--- src/rtl/spi_pkg.sv ---
// Shared types and defaults for the SPI link blocks.
package spi_pkg;

    localparam int         SPI_WORD_W = 8;
    localparam logic [7:0] SPI_DUMMY  = 8'hFF;

    typedef enum logic [1:0] {
        IDLE  = 2'd0,
        LOAD  = 2'd1,
        SHIFT = 2'd2,
        STORE = 2'd3
    } slave_state_t;

endpackage

--- src/rtl/spi_sync_edge.sv ---
// Multi-flop synchronizer for an asynchronous pin, with edge detection
// against one extra flop behind the last synchronizer stage.
module spi_sync_edge #(
    parameter int   SYNC_STAGES = 2,
    parameter logic RST_VAL     = 1'b0
) (
    input  logic clk_i,
    input  logic rst_i,
    input  logic d_i,
    output logic level_o,
    output logic rise_o,
    output logic fall_o
);

    logic [SYNC_STAGES-1:0] sync_q;
    logic                   prev_q;

    // Shift the pin through the synchronizer chain and keep one delayed copy.
    always_ff @(posedge clk_i or negedge rst_i) begin
        if (!rst_i) begin
            sync_q <= {SYNC_STAGES{RST_VAL}};
            prev_q <= RST_VAL;
        end else begin
            sync_q <= {sync_q[SYNC_STAGES-2:0], d_i};
            prev_q <= sync_q[SYNC_STAGES-1];
        end
    end

    assign level_o = sync_q[SYNC_STAGES-1];
    assign rise_o  =  level_o & ~prev_q;
    assign fall_o  = ~level_o &  prev_q;

endmodule

--- src/rtl/spi_slave_if.sv ---
// SPI responder, CPOL=0: MISO launched on SCLK rise, MOSI captured on SCLK
// fall, MSB first. Local side sees a one-word tx holding register and an
// rx word with a valid pulse.
module spi_slave_if
    import spi_pkg::*;
#(
    parameter int                    DATA_WIDTH  = SPI_WORD_W,
    parameter int                    SYNC_STAGES = 2,
    parameter logic [DATA_WIDTH-1:0] DUMMY_WORD  = SPI_DUMMY,
    parameter int                    CNT_WIDTH   = 10
) (
    input  logic                  clk_i,
    input  logic                  rst_i,
    input  logic                  sclk_i,
    input  logic                  cs_i,
    input  logic                  mosi_i,
    output logic                  miso_o,
    output logic                  miso_oe_o,
    input  logic [DATA_WIDTH-1:0] tx_data_i,
    input  logic                  tx_valid_i,
    output logic                  tx_ready_o,
    output logic [DATA_WIDTH-1:0] rx_data_o,
    output logic                  rx_valid_o,
    output logic                  tx_underrun_o,
    output logic                  abort_o,
    output logic [CNT_WIDTH-1:0]  word_cnt_o
);

    localparam int                BCW      = $clog2(DATA_WIDTH);
    localparam logic [BCW-1:0]    LAST_BIT = BCW'(DATA_WIDTH - 1);

    logic sclk_lvl, sclk_rise, sclk_fall;
    logic cs_lvl, cs_rise, cs_fall;
    logic mosi_lvl, mosi_rise, mosi_fall;

    // mosi shares the sclk chain depth so the sampled bit lines up with the edge.
    spi_sync_edge #(.SYNC_STAGES(SYNC_STAGES), .RST_VAL(1'b0)) u_sclk (
        .clk_i(clk_i), .rst_i(rst_i), .d_i(sclk_i),
        .level_o(sclk_lvl), .rise_o(sclk_rise), .fall_o(sclk_fall));

    spi_sync_edge #(.SYNC_STAGES(SYNC_STAGES), .RST_VAL(1'b1)) u_cs (
        .clk_i(clk_i), .rst_i(rst_i), .d_i(cs_i),
        .level_o(cs_lvl), .rise_o(cs_rise), .fall_o(cs_fall));

    spi_sync_edge #(.SYNC_STAGES(SYNC_STAGES), .RST_VAL(1'b0)) u_mosi (
        .clk_i(clk_i), .rst_i(rst_i), .d_i(mosi_i),
        .level_o(mosi_lvl), .rise_o(mosi_rise), .fall_o(mosi_fall));

    logic unused_sync;
    assign unused_sync = ^{sclk_lvl, cs_lvl, mosi_rise, mosi_fall};

    slave_state_t          state_q;
    logic [DATA_WIDTH-1:0] hold_q;
    logic                  hold_full;
    logic [DATA_WIDTH-1:0] tx_shift;
    logic [DATA_WIDTH-1:0] rx_shift;
    logic [BCW-1:0]        bit_cnt;
    logic                  seen_rise;

    logic tx_wr, load_copy;

    assign tx_ready_o = ~hold_full;
    assign tx_wr      = tx_valid_i & tx_ready_o;
    // LOAD abandoned by CS deassert leaves the buffered word in place.
    assign load_copy  = (state_q == LOAD) & ~cs_rise & hold_full;
    assign miso_oe_o  = (state_q != IDLE);

    // Tx holding register; a write can only land while empty, so it never
    // collides with a copy-out in the same cycle.
    always_ff @(posedge clk_i or negedge rst_i) begin
        if (!rst_i) begin
            hold_q    <= '0;
            hold_full <= 1'b0;
        end else if (tx_wr) begin
            hold_q    <= tx_data_i;
            hold_full <= 1'b1;
        end else if (load_copy) begin
            hold_full <= 1'b0;
        end
    end

    // Framing FSM with shift registers; CS deassert outranks any sclk edge.
    always_ff @(posedge clk_i or negedge rst_i) begin
        if (!rst_i) begin
            state_q       <= IDLE;
            tx_shift      <= '0;
            rx_shift      <= '0;
            bit_cnt       <= '0;
            seen_rise     <= 1'b0;
            miso_o        <= 1'b0;
            rx_data_o     <= '0;
            rx_valid_o    <= 1'b0;
            tx_underrun_o <= 1'b0;
            abort_o       <= 1'b0;
            word_cnt_o    <= '0;
        end else begin
            rx_valid_o    <= 1'b0;
            tx_underrun_o <= 1'b0;
            abort_o       <= 1'b0;
            case (state_q)
                IDLE: begin
                    miso_o <= 1'b0;
                    if (cs_fall) begin
                        state_q    <= LOAD;
                        word_cnt_o <= '0;
                    end
                end
                LOAD: begin
                    if (cs_rise) begin
                        state_q <= IDLE;
                        miso_o  <= 1'b0;
                    end else begin
                        tx_shift      <= hold_full ? hold_q : DUMMY_WORD;
                        tx_underrun_o <= ~hold_full;
                        bit_cnt       <= '0;
                        seen_rise     <= 1'b0;
                        state_q       <= SHIFT;
                    end
                end
                SHIFT: begin
                    if (cs_rise) begin
                        abort_o  <= seen_rise | (bit_cnt != '0);
                        rx_shift <= '0;
                        miso_o   <= 1'b0;
                        state_q  <= IDLE;
                    end else if (sclk_rise) begin
                        miso_o    <= tx_shift[DATA_WIDTH-1];
                        tx_shift  <= {tx_shift[DATA_WIDTH-2:0], 1'b0};
                        seen_rise <= 1'b1;
                    end else if (sclk_fall) begin
                        rx_shift <= {rx_shift[DATA_WIDTH-2:0], mosi_lvl};
                        bit_cnt  <= bit_cnt + 1'b1;
                        if (bit_cnt == LAST_BIT)
                            state_q <= STORE;
                    end
                end
                STORE: begin
                    rx_data_o  <= rx_shift;
                    rx_valid_o <= 1'b1;
                    word_cnt_o <= word_cnt_o + 1'b1;
                    if (cs_rise) begin
                        state_q <= IDLE;
                        miso_o  <= 1'b0;
                    end else begin
                        state_q <= LOAD;
                    end
                end
                default: state_q <= IDLE;
            endcase
        end
    end

endmodule
--- config.mk ---
export PLATFORM = sky130hd
export DESIGN_NAME = spi_slave_if
export DESIGN_NICKNAME = d
export VERILOG_FILES = /design/src/rtl/spi_pkg.sv /design/src/rtl/spi_sync_edge.sv /design/src/rtl/spi_slave_if.sv
export SDC_FILE = /design/constraint.sdc
export NUM_CORES = 1
export LEC_CHECK = 0
export BUFFER_PORTS_ARGS = -buffer_cell sky130_fd_sc_hd__buf_2
export CAP_MARGIN = 40
export CORE_MARGIN = 1
export CORE_UTILIZATION = 56
export DETAILED_ROUTE_END_ITERATION = 6
export MAX_ROUTING_LAYER = met4
export PLACE_DENSITY = 0.8
export SYNTH_ARGS = -nofsm -noshare
export SYNTH_HDL_FRONTEND = slang
export SYNTH_HIERARCHICAL = 1
export SYNTH_SLANG_ARGS = --single-unit
--- constraint.sdc ---
create_clock -name clk_i -period 2.3 [get_ports clk_i]
set_input_delay 0.46 -clock clk_i [delete_from_list [all_inputs] [get_ports clk_i]]
set_output_delay 0.46 -clock clk_i [all_outputs]
set_load 0.03 [all_outputs]
==> reports/results.tsv <==
stage	metric	value	unit
setup_path	cp_num_cells	3	
layout	mostFrequentLayoutCells	58 x dfrtp_1, 45 x nand2_1, 37 x buf_2	
route	ant_nets	0	
global_routing	grt_max_degree	35	
sta	tns	0	ns
route	route.detailed.drc	0	
sta	tightest_slew	0.793	ns
layout	layout-drive-gt1-share	28.1	%
route	drt-pass1-iter-count	4	
power	intPower	2.34	mW
route	wire_per_inst	13.4	µm
route	initialDrtViolationCount	84	
yosys	avgSynthCellArea	11.1	µm²
clock_network	cts.sinks	61	
power	share_comb_of_total_power	23.9	%
yosys	synth_warnings	6	
global_routing	grt_pass1_wl	7970	µm
clock_network	cts_setup_buffers	0	
sta	slew_violations	0	
clock_network	h-tree-depth	3	
floorplanning	num_rows	24	
power	clkPwrFrac	32.0	%
clock_network	clkSlewWorstSetupHoldPaths	0.07	ns
floorplanning	start_util	58.5	%
route	vias_per_cell	5.39	
sta	fin_crit_sh	86.2	%
hold_path	hold_path_class	primary input to async pin	
floorplanning	fp.coreArea	4380	µm²
setup_path	cp_top_family	simple AND/OR/NAND/NOR gates	
setup_path	critical_path_arrival	2.17	ns
yosys	syn_area	2570	µm²
setup_path	critPathBufInv	0	
layout	final_util	69.4	%
yosys	syn_inst	232	
sta	fin_ws	0.317	ns
layout	diodes	0	
floorplanning	die_area	4860	µm²
global_routing	antenna_found_initial	0	
placed_design	dpl.hpwl	2970	µm
route	vias	1794	
power	seq_power_share	44.1	%
setup_path	max_stage_delay	0.70	ns
layout	final_common_cell	dfrtp_1	
floorplanning	fp.dieW	69.7	µm
power	total_power	3.39	mW
setup_path	required	2.48	ns
setup_path	cp-end-kind	flop	
setup_path	cp_cell_sequence	or2b_1 > nor3b_2 > o21ai_0	
sta	hold_viol_final	0	
sta	slew_headroom	46.9	%
floorplanning	die_height	69.7	µm
sta	period_needed	1.98	ns
power	power_density	1110	nW/µm²
power	switching_share	31.0	%
global_routing	overflow	0	
floorplanning	io_pins	38	
setup_path	path_max_fanout	13	
layout	nets	294	
sta	finClkSkew	0.00706	ns
run_status	outcome	finished clean	
setup_path	r2r_cells	3	
clock_network	cts_hold_buf	0	
job	cap_viol_max_count	0	
sta	fmax	504	MHz
clock_network	cts_tree	done	
route	routed_wl	4470	µm
clock_network	root_buffer	clkbuf_8	
setup_path	critPathSlowestCell	nor3b_2	
clock_network	cts.path.max_buffers	2	
clock_network	cts_buffers	9	
sta	rsz0062_at_grt	no	
clock_network	clk_latency	0.34	ns
global_routing	grt_pass1_vias	1744	
sta	hold_slack	0.127	ns
setup_path	crit_path_start_kind	flop	
placed_design	pre_cts_slack	0.367	ns
power	switchingPower	1.05	mW
global_routing	track_usage	22.1	%
placed_design	port_buffers	37	
clock_network	ctsResizeCount	0	
sta	setup_violations	0	
power	ir_drop	511	µV
layout	area_growth_syn_to_layout	18.6	%
placed_design	gp_congestion	0.742	
setup_path	setup.worst_path.class	flop to flop	
yosys	synth_nets	250	
power	p_leak	1.52	nW
## registers in the layout, indices dropped and copies added (netlist names)
| register | count |
|---|---|
| u_cs/prev_q | 1 |
| u_sclk/sync_q | 2 |
| rx_valid_o | 1 |
| rx_data_o | 8 |
| u_mosi/sync_q | 2 |
| bit_cnt | 3 |
| hold_q | 8 |
| miso_o | 1 |
| state_q | 2 |
| seen_rise | 1 |
| tx_shift | 8 |
| rx_shift | 8 |
| hold_full | 1 |
| u_sclk/prev_q | 1 |
| tx_underrun_o | 1 |
| u_cs/sync_q | 2 |
| word_cnt_o | 10 |
| abort_o | 1 |
## power groups by stage
stage	Clock [mW]	Combinational, mW	Sequential (mW)
finish	1.08	0.811	1.49
global route	1.16	0.916	1.53
CTS	1.11	0.820	1.49
detailed placement	0	0.815	1.50
global placement	0	0.789	1.50
floorplan	0	0.599	1.51
## metal layers
layer / share of wire [%] / vias up / global-route usage (%)
met1: 48 / 868 / 28.2
li1: - / 888 / -
met5: 0 / - / -
met2: 47 / 34 / 32.0
met4: 1.5 / 0 / 9.33
met3: 4.5 / 4 / 7.99
## path summary, 6_finish.rpt
check	from	end	slack, ns
max in group asynchronous	rst_i	u_cs/sync_q[0]	1.79
min	rst_i	word_cnt_o[2]	0.13
max	state_q[1]	bit_cnt[1]	0.32
min reg2reg	u_mosi/sync_q[0]	u_mosi/sync_q[1]	0.36
min in group clk_i	mosi_i	u_mosi/sync_q[0]	0.23
max reg2reg	state_q[1]	bit_cnt[1]	0.32
## worst register-to-register path, cell delays in order, from the launching register on
cell	delay, ns
dfrtp_1	0.53
or2b_1	0.40
nor3b_2	0.70
o21ai_0	0.20
## through the flow
| stage | instances | area (µm²) |
|---|---|---|
| finish | 333 | 3040 |
| global route | 333 | 3040 |
| CTS | 333 | 3040 |
| detailed placement | 317 | 2810 |
| global placement | 317 | 2810 |
| floorplan | 232 | 2570 |
## cell type report
class,count,area (µm²)
timing repair buffer,44,238
clock buffer,11,151
fill,340,1340
tap,52,65.1
clock inverter,5,81.3
inverter,6,22.5
sequential,61,1530
multi-input combinational,154,956
Power figures use the tool's default switching activity.
